[config.mk]
export PLATFORM = sky130hd
export DESIGN_NAME = wb_arbiter
export DESIGN_NICKNAME = d
export VERILOG_FILES = /design/src/rtl/wb_arbiter.sv
export SDC_FILE = /design/constraint.sdc
export NUM_CORES = 1
export LEC_CHECK = 0
export CORE_ASPECT_RATIO = 0.5
export CORE_UTILIZATION = 50
export CTS_CLUSTER_DIAMETER = 100
export DETAILED_ROUTE_END_ITERATION = 10
export GPL_TIMING_DRIVEN = 1
export PLACE_DENSITY = 0.8
export SYNTH_ARGS = -nofsm -noshare
export SYNTH_HDL_FRONTEND = slang
export SYNTH_HIERARCHICAL = 1
export SYNTH_SLANG_ARGS = --single-unit
[constraint.sdc]
create_clock -name clk_i -period 6 [get_ports clk_i]
set_input_delay 0.6 -clock clk_i [delete_from_list [all_inputs] [get_ports clk_i]]
set_output_delay 0.6 -clock clk_i [all_outputs]
set_load 0.02 [all_outputs]
[src/rtl/wb_arbiter.sv]
// Register-file write-back arbiter: merges W-stage writes and queued MDU results onto one GRF write port.
// Latency: pipe request 1 cycle to grf_*; MDU result at least 2 cycles (always passes through the FIFO).
// Backpressure: both readies drop together when the MDU FIFO is full or reset is asserted; never depend on valids.
//
// Ports:
//   clk_i, reset_i                     clock, synchronous active-high reset
//   pipe_{valid,rd,data,pc}_i          W-stage write request; pipe_ready_o accepts it
//   mdu_{valid,rd,data,pc}_i           MDU result request;   mdu_ready_o accepts it into the FIFO
//   grf_{we,rd,data,pc}_o              registered GRF write port
//   mdu_count_o                        MDU FIFO occupancy

// Small circular FIFO used for queued MDU results.
// Latency: written entry is visible at the head one cycle after the push edge.
// Backpressure: none internally; the caller only pushes when not full and only pops when not empty.
module wb_arbiter_fifo #(
    parameter int W     = 8,
    parameter int DEPTH = 2,
    parameter int CW    = 2
) (
    input  logic          clk_i,
    input  logic          reset_i,
    input  logic          push_i,
    input  logic [W-1:0]  wdat_i,
    input  logic          pop_i,
    output logic [W-1:0]  rdat_o,
    output logic [CW-1:0] count_o
);
    localparam int PW = (DEPTH > 1) ? $clog2(DEPTH) : 1;
    localparam logic [PW-1:0] LAST = PW'(DEPTH - 1);

    logic [W-1:0]  mem_q [DEPTH];
    logic [PW-1:0] wr_ptr_q, wr_ptr_d;
    logic [PW-1:0] rd_ptr_q, rd_ptr_d;
    logic [CW-1:0] count_q,  count_d;

    // Pointers wrap at DEPTH, which need not be a power of two.
    function automatic logic [PW-1:0] ptr_inc(input logic [PW-1:0] p);
        return (p == LAST) ? '0 : p + 1'b1;
    endfunction

    always_comb begin
        wr_ptr_d = wr_ptr_q;
        rd_ptr_d = rd_ptr_q;
        count_d  = count_q;
        if (push_i) begin
            wr_ptr_d = ptr_inc(wr_ptr_q);
        end
        if (pop_i) begin
            rd_ptr_d = ptr_inc(rd_ptr_q);
        end
        if (push_i && !pop_i) begin
            count_d = count_q + CW'(1);
        end else if (pop_i && !push_i) begin
            count_d = count_q - CW'(1);
        end
    end

    always_ff @(posedge clk_i) begin
        if (reset_i) begin
            wr_ptr_q <= '0;
            rd_ptr_q <= '0;
            count_q  <= '0;
        end else begin
            wr_ptr_q <= wr_ptr_d;
            rd_ptr_q <= rd_ptr_d;
            count_q  <= count_d;
        end
    end

    // Storage needs no reset: occupancy alone decides what is valid.
    always_ff @(posedge clk_i) begin
        if (push_i) begin
            mem_q[wr_ptr_q] <= wdat_i;
        end
    end

    assign rdat_o  = mem_q[rd_ptr_q];
    assign count_o = count_q;
endmodule

// Top-level arbiter. Priority: full FIFO head, then pipe, then non-empty FIFO head.
// Latency: winner registered onto grf_* on the edge it wins.
// Backpressure: pipe_ready_o/mdu_ready_o = !reset_i && FIFO not full.
module wb_arbiter #(
    parameter int DEPTH = 2,
    parameter int CW    = 2
) (
    input  logic          clk_i,
    input  logic          reset_i,
    input  logic          pipe_valid_i,
    input  logic [4:0]    pipe_rd_i,
    input  logic [31:0]   pipe_data_i,
    input  logic [31:0]   pipe_pc_i,
    output logic          pipe_ready_o,
    input  logic          mdu_valid_i,
    input  logic [4:0]    mdu_rd_i,
    input  logic [31:0]   mdu_data_i,
    input  logic [31:0]   mdu_pc_i,
    output logic          mdu_ready_o,
    output logic          grf_we_o,
    output logic [4:0]    grf_rd_o,
    output logic [31:0]   grf_data_o,
    output logic [31:0]   grf_pc_o,
    output logic [CW-1:0] mdu_count_o
);
    typedef struct packed {
        logic [4:0]  rd;
        logic [31:0] data;
        logic [31:0] pc;
    } entry_t;

    entry_t        mdu_ent;
    entry_t        head;
    logic [CW-1:0] count;
    logic          full;
    logic          rdy;
    logic          pipe_fire;
    logic          mdu_fire;
    logic          fifo_pop;

    logic          we_q,   we_d;
    logic [4:0]    rd_q,   rd_d;
    logic [31:0]   data_q, data_d;
    logic [31:0]   pc_q,   pc_d;

    assign mdu_ent = '{rd: mdu_rd_i, data: mdu_data_i, pc: mdu_pc_i};

    // A full FIFO refuses new entries even while popping, so readiness
    // comes purely from registered occupancy (plus reset).
    assign full      = (count == CW'(DEPTH));
    assign rdy       = !reset_i && !full;
    assign pipe_fire = pipe_valid_i && rdy;
    assign mdu_fire  = mdu_valid_i && rdy;
    // When full the pipe cannot fire, so this also covers the full-head-wins case.
    assign fifo_pop  = !reset_i && (count != '0) && !pipe_fire;

    wb_arbiter_fifo #(
        .W     ($bits(entry_t)),
        .DEPTH (DEPTH),
        .CW    (CW)
    ) u_fifo (
        .clk_i   (clk_i),
        .reset_i (reset_i),
        .push_i  (mdu_fire),
        .wdat_i  (mdu_ent),
        .pop_i   (fifo_pop),
        .rdat_o  (head),
        .count_o (count)
    );

    always_comb begin
        we_d   = 1'b0;
        rd_d   = rd_q;
        data_d = data_q;
        pc_d   = pc_q;
        if (pipe_fire) begin
            we_d   = 1'b1;
            rd_d   = pipe_rd_i;
            data_d = pipe_data_i;
            pc_d   = pipe_pc_i;
        end else if (fifo_pop) begin
            we_d   = 1'b1;
            rd_d   = head.rd;
            data_d = head.data;
            pc_d   = head.pc;
        end
    end

    always_ff @(posedge clk_i) begin
        if (reset_i) begin
            we_q   <= 1'b0;
            rd_q   <= '0;
            data_q <= '0;
            pc_q   <= '0;
        end else begin
            we_q   <= we_d;
            rd_q   <= rd_d;
            data_q <= data_d;
            pc_q   <= pc_d;
        end
    end

    assign pipe_ready_o = rdy;
    assign mdu_ready_o  = rdy;
    assign grf_we_o     = we_q;
    assign grf_rd_o     = rd_q;
    assign grf_data_o   = data_q;
    assign grf_pc_o     = pc_q;
    assign mdu_count_o  = count;
endmodule

==> results of run 1 <==
[critical path: cells and delay by family (launching register included)]
kind / cells / cell delay [ns]
buffers and inverters: 1 / 0.63
flip-flops: 1 / 0.45
AND/OR/NAND/NOR: 2 / 1.29
AO/OA/AOI/OAI: 1 / 0.23
[kinds of logic (layout without fill, tap and decap cells)]
group | count (synthesis) | in the layout | share of synthesized area
DFF | 213 | 213 | 0.6386
xor gates and xnor gates | 4 | 4 | 0.003964
muxes | 69 | 69 | 0.09214
adders and majority gates | 1 | 1 | 0.001415
AOI/OAI and AO/OA | 73 | 73 | 0.1197
buffers and inverters | 57 | 254 | 0.03737
and+or+nand+nor | 221 | 221 | 0.1067
[per-stage QoR]
stage	hold slack (ns)	instances
floorplan	0.4813	638
detailed placement	0.5038	1029
CTS	0.3665	1062
global placement	0.4925	1029
finish	0.3883	1062
global route	0.3854	1062
[layout make-up]
class | count | area [sq um]
sequential | 213 | 5649
fill | 1147 | 5201
multi-input combinational | 368 | 2892
timing repair buffer | 220 | 2187
clock buffer | 27 | 505.5
tap | 227 | 284.0
clock inverter | 6 | 82.58
inverter | 1 | 3.754
[worst min-delay path by stage]
| stage | start | endpoint | slack (ns) | depth (start not counted) |
|---|---|---|---|---|
| after floorplan | u_fifo/rd_ptr_q | register | 0.48 | 2 |
| after global placement | u_fifo/rd_ptr_q | register | 0.49 | 2 |
| after detailed placement | u_fifo/rd_ptr_q | register | 0.50 | 2 |
| after CTS | reset_i | register | 0.37 | 2 |
| after global routing | reset_i | grf_data_o[23] | 0.39 | 2 |
| final | reset_i | register | 0.39 | 2 |
[per-layer routing]
layer	wire length, microns	track usage	vias to the layer above
met4	493	0.07325	0
li1	-	-	2756
met5	0	0	-
met3	1193	0.03901	38
met1	8627	0.2809	2885
met2	10110	0.3954	203
[cell usage in the layout, fill, tap and decap left out, drive strengths merged, types with 2 or more instances in the layout]
cell	synthesis	final
a311oi	69	69
and2	2	2
buf	25	6
bufinv	0	2
clkbuf	31	27
clkdlybuf4s50	0	214
clkinv	0	3
dfxtp	75	75
edfxtp	138	138
mux2	69	69
nand2	138	138
nor2	6	6
nor2b	2	2
nor3	69	69
o21ai	2	2
or2	2	2
xnor2	2	2
xor2	2	2
[where the power goes]
part           switching [uW]  total, uW  internal [uW]  leakage [uW]
clock network             510       1190            675      0.000284
registers                 178       1980           1800       0.00189
logic                     898       1630            735       0.00165
[sequential cells by signal, indices dropped and copies added (netlist names), named ones only]
signal and cells:
grf_data_o 32, grf_pc_o 32, grf_rd_o 5, grf_we_o 1, u_fifo/count_o 2, u_fifo/mem_q 138, u_fifo/rd_ptr_q 1, u_fifo/wr_ptr_q 1
==> results.yml, run 1 <==
detailed_routing:
  vias: 5882
  ant_nets: 0
  route.final.wire_length_mm: 20.43
  post_drt_wl_per_cell_microns: 19.23
  drt_pass1_iterations: 4
  viasPerCell: 5.539
  first_iter_violations: 251
  drc: 0
cells_and_area:
  layout-drive-gt1-share: 0.2120
  nNetsFinal: 966
  diodes: 0
  fin_area_sq_mm: 0.01160
  area_delta_synth_final_pct: 31.27
  utilization: 0.6905
critical_path:
  r2r-end: "grf_pc_o[4]"
  worstSetupPathType: "reg -> reg"
  cp-start-kind: "register"
  critical-path-max-stage-delay_ns: 1.09
  crit_arrival_ns: 3.16
  cp-endpoint: "grf_pc_o[4]"
  cp.required_ns: 6.29
  reg2reg_setup_slack_ns: 3.13
  crit_path_end_kind: "register"
  slowest_stage: "or2_4"
  ff2ff_path_depth: 4
  cp_max_fo: 70
  crit_chain: "nor2b_4 -> buf_4 -> or2_4 -> a311oi_2"
  r2r_start: "u_fifo/count_o[1]"
  critPathLaunch: "u_fifo/count_o[1]"
sta:
  tns_ns: 0
  hold_viol_final: 0
  relSlewSlack: 0.1586
  fin_crit_sh: 0.4788
  max_clock_freq_ghz: 0.3481
  tightest_slew_ns: 1.262
  setup_violations: 0
  timing.final.crit_period_ns: 2.873
  rsz0062_at_grt: "false"
  setup_ws_ns: 3.127
  finalClockSkew_ns: 0.01364
  slew_viol_final: 0
status:
  status: "completed"
synth:
  ys.flop_type: "edfxtp_1"
  syn_inst: 638
  yosysTopAreaCell: "edfxtp_1"
  synth_cell_types: 27
  synthesis.nets: 781
  synth_top_cell_area_share: 0.4688
  synth_edf_count: 138
  async_flop_share: 0
  avgSynthCellArea_sq_um: 13.86
  synth.top_cells.by_area: "edfxtp_1, dfxtp_1, a311oi_2"
  synth-seq-cells: 213
  synth_warnings: 6
  yosysSeqAreaShare: 0.6386
  synthTopCellsByCount: "edfxtp_1, nand2_1, dfxtp_1"
  syn_area_sq_mm: 0.008840
cts:
  post_cts_resized: 0
  cts_tree: "built"
  ctsHoldBuffers: 0
  cts_max_level: 1
  clk_path_buf_depth: 3
  clk_pin_slew_ns: 0.07
  cts_setup_buffers: 0
  cts_sinks: 213
  cts_root_buf: "clkbuf_16"
  clk_latency_ns: 0.48
  cts_buffers: 19
run:
  max-cap-violations: 0
floorplanning:
  initial_core_util: 0.5260
  ios: 216
  design.core.area_sq_mm: 0.01680
  rows: 33
  die_w_microns: 190.0
  die_y_microns: 96.02
  die_area_sq_mm: 0.01825
pwr:
  totalPowerFinal_uw: 4801
  power.leakage_uw: 0.003816
  p_per_area_mw_per_mm2: 413.7
  peakVddDrop_v: 0.0003274
grt:
  antenna_found_initial: 0
  grt.total_usage: 0.2230
  overflow: 0
  grt_pass1_wl_mm: 31.32
  grt_max_degree: 71
  first_global_vias: 5924
placement:
  port_buffers: 215
  gp_congestion: 0.7839
  dp_hpwl_mm: 12.64
  place_ws_ns: 2.698
  dpl_cell_area_sq_mm: 0.01102
hold_path:
  min_path_type: "in -> reg"
Note: power is estimated with default switching activity, not from simulation.
==> run 2, diff against run 1 <==
==> constraint.sdc (replaced) <==
create_clock -name clk_i -period 3 [get_ports clk_i]
set_input_delay 0.3 -clock clk_i [delete_from_list [all_inputs] [get_ports clk_i]]
set_output_delay 0.3 -clock clk_i [all_outputs]
set_load 0.02 [all_outputs]
==> run 2 against run 1 <==
Against the previous run: worst setup slack got worse by 2.4 ns; die area unchanged; worst hold slack got worse by 0.10 ns; utilization increased by 0.80 points; global-route usage about the same; clock-buffer cell count increased by 6; power increased by 100%; non-clock buffer count increased by 8; largest cell class unchanged; highest routed layer unchanged.
==> results.yml, run 2 (synthesis results as in run 1) <==
status:
  status: "completed"
critical_path:
  crit_path_end_kind: "register"
  r2r_start: "u_fifo/count_o[1]"
  cp.required_ns: 3.32
  cp-start-kind: "register"
  critPathLaunch: "u_fifo/count_o[1]"
  worstSetupPathType: "reg -> reg"
  cp_max_fo: 70
  crit_arrival_ns: 2.61
cells_and_area:
  diodes: 0
  largest_register_ffs: 138
  layout-drive-gt1-share: 0.2210
  layout_common_cells: "clkdlybuf4s50_1, nand2_1, edfxtp_1"
  area_delta_synth_final_pct: 32.78
  nNetsFinal: 975
  final_common_cell: "clkdlybuf4s50_1"
  largest_register: "u_fifo/mem_q"
placement:
  port_buffers: 215
  dp_hpwl_mm: 12.95
  gp_congestion: 0.7776
sta:
  tightest_slew_ns: 0.8265
  fin_crit_sh: 0.7643
  fin_hold_ws_ns: 0.2839
  tns_ns: 0
  max_clock_freq_ghz: 0.4361
  rsz0062_at_grt: "false"
  setup_violations: 0
  finalClockSkew_ns: 0.01641
  slew_viol_final: 0
  timing.final.crit_period_ns: 2.293
  relSlewSlack: 0.4490
  hold_viol_final: 0
detailed_routing:
  post_drt_wl_per_cell_microns: 19.05
  viasPerCell: 5.449
  first_iter_violations: 254
  drt_pass1_iterations: 4
  ant_nets: 0
  route.final.wire_length_mm: 20.44
  vias: 5847
  drc: 0
floorplanning:
  die_y_microns: 96.02
  die_w_microns: 190.0
  design.core.area_sq_mm: 0.01680
  ios: 216
  rows: 33
  initial_core_util: 0.5260
  die_area_sq_mm: 0.01825
grt:
  grt.total_usage: 0.2233
  grt_max_degree: 71
  first_global_vias: 6334
  grt_pass1_wl_mm: 31.60
  overflow: 0
  antenna_found_initial: 0
pwr:
  peakVddDrop_v: 0.0004455
  p_per_area_mw_per_mm2: 821.4
  power.leakage_uw: 0.003887
cts:
  cts_tree: "built"
  cts_sinks: 213
  cts_setup_buffers: 0
  clk_latency_ns: 0.49
  post_cts_resized: 0
  clk_path_buf_depth: 3
  cts_root_buf: "clkbuf_16"
  ctsHoldBuffers: 0
  cts_max_level: 1
  cts_buffers: 20
  clk_pin_slew_ns: 0.06
hold_path:
  min_path_type: "in -> reg"
  hp-start: "reset_i"
run:
  max-cap-violations: 0
run 2: final cells by class:
type                       count  area, sq um
sequential                   213         5649
fill                        1172         5067
timing repair buffer         228         2297
clock buffer                  33        590.6
clock inverter                 3        18.77
inverter                       1        3.754
tap                          227        284.0
multi-input combinational    368         2894
run 2: worst paths after layout:
path	slack, ns	endpoint	cells past startpoint
setup reg to reg	0.71	grf_data_o[14]	5
hold / removal	0.28	u_fifo/count_o[0]	2
hold reg to reg	0.52	grf_pc_o[1]	2
setup / recovery	0.71	grf_data_o[14]	5
run 2: critical path: stages (launching register included):
cell and delay, ns:
dfxtp_1 0.44, nor2b_4 0.21, buf_4 0.67, or2_4 0.35, buf_12 0.26, a311oi_2 0.16
run 2: layer usage:
metal / share of wire / global-route usage / vias to the layer above
li1: - / - / 2769
met1: 0.42 / 0.2616 / 2863
met2: 0.51 / 0.4231 / 180
met3: 0.053 / 0.03937 / 35
met4: 0.023 / 0.06788 / 0
met5: 0 / 0 / -
run 2: where the power goes:
part / internal (uW) / switching (uW) / total [uW]
Clock: 1350 / 1030 / 2380
Combinational: 1500 / 1850 / 3360
Sequential: 3610 / 298 / 3900
Total: 6460 / 3180 / 9640
run 2: per-stage QoR:
stage	std cells	area, sq um	total power, uW	utilization	setup WS [ns]
2_1_floorplan	638	8851	6076	-	0.06865
3_3_place_gp	1037	11130	7253	0.6622	0.8036
3_5_place_dp	1037	11130	7326	0.6622	0.7202
4_1_cts	1073	11740	9733	0.6985	0.7080
5_1_grt	1073	11740	10100	0.6985	0.5759
6_report	1073	11740	9641	0.6985	0.7070
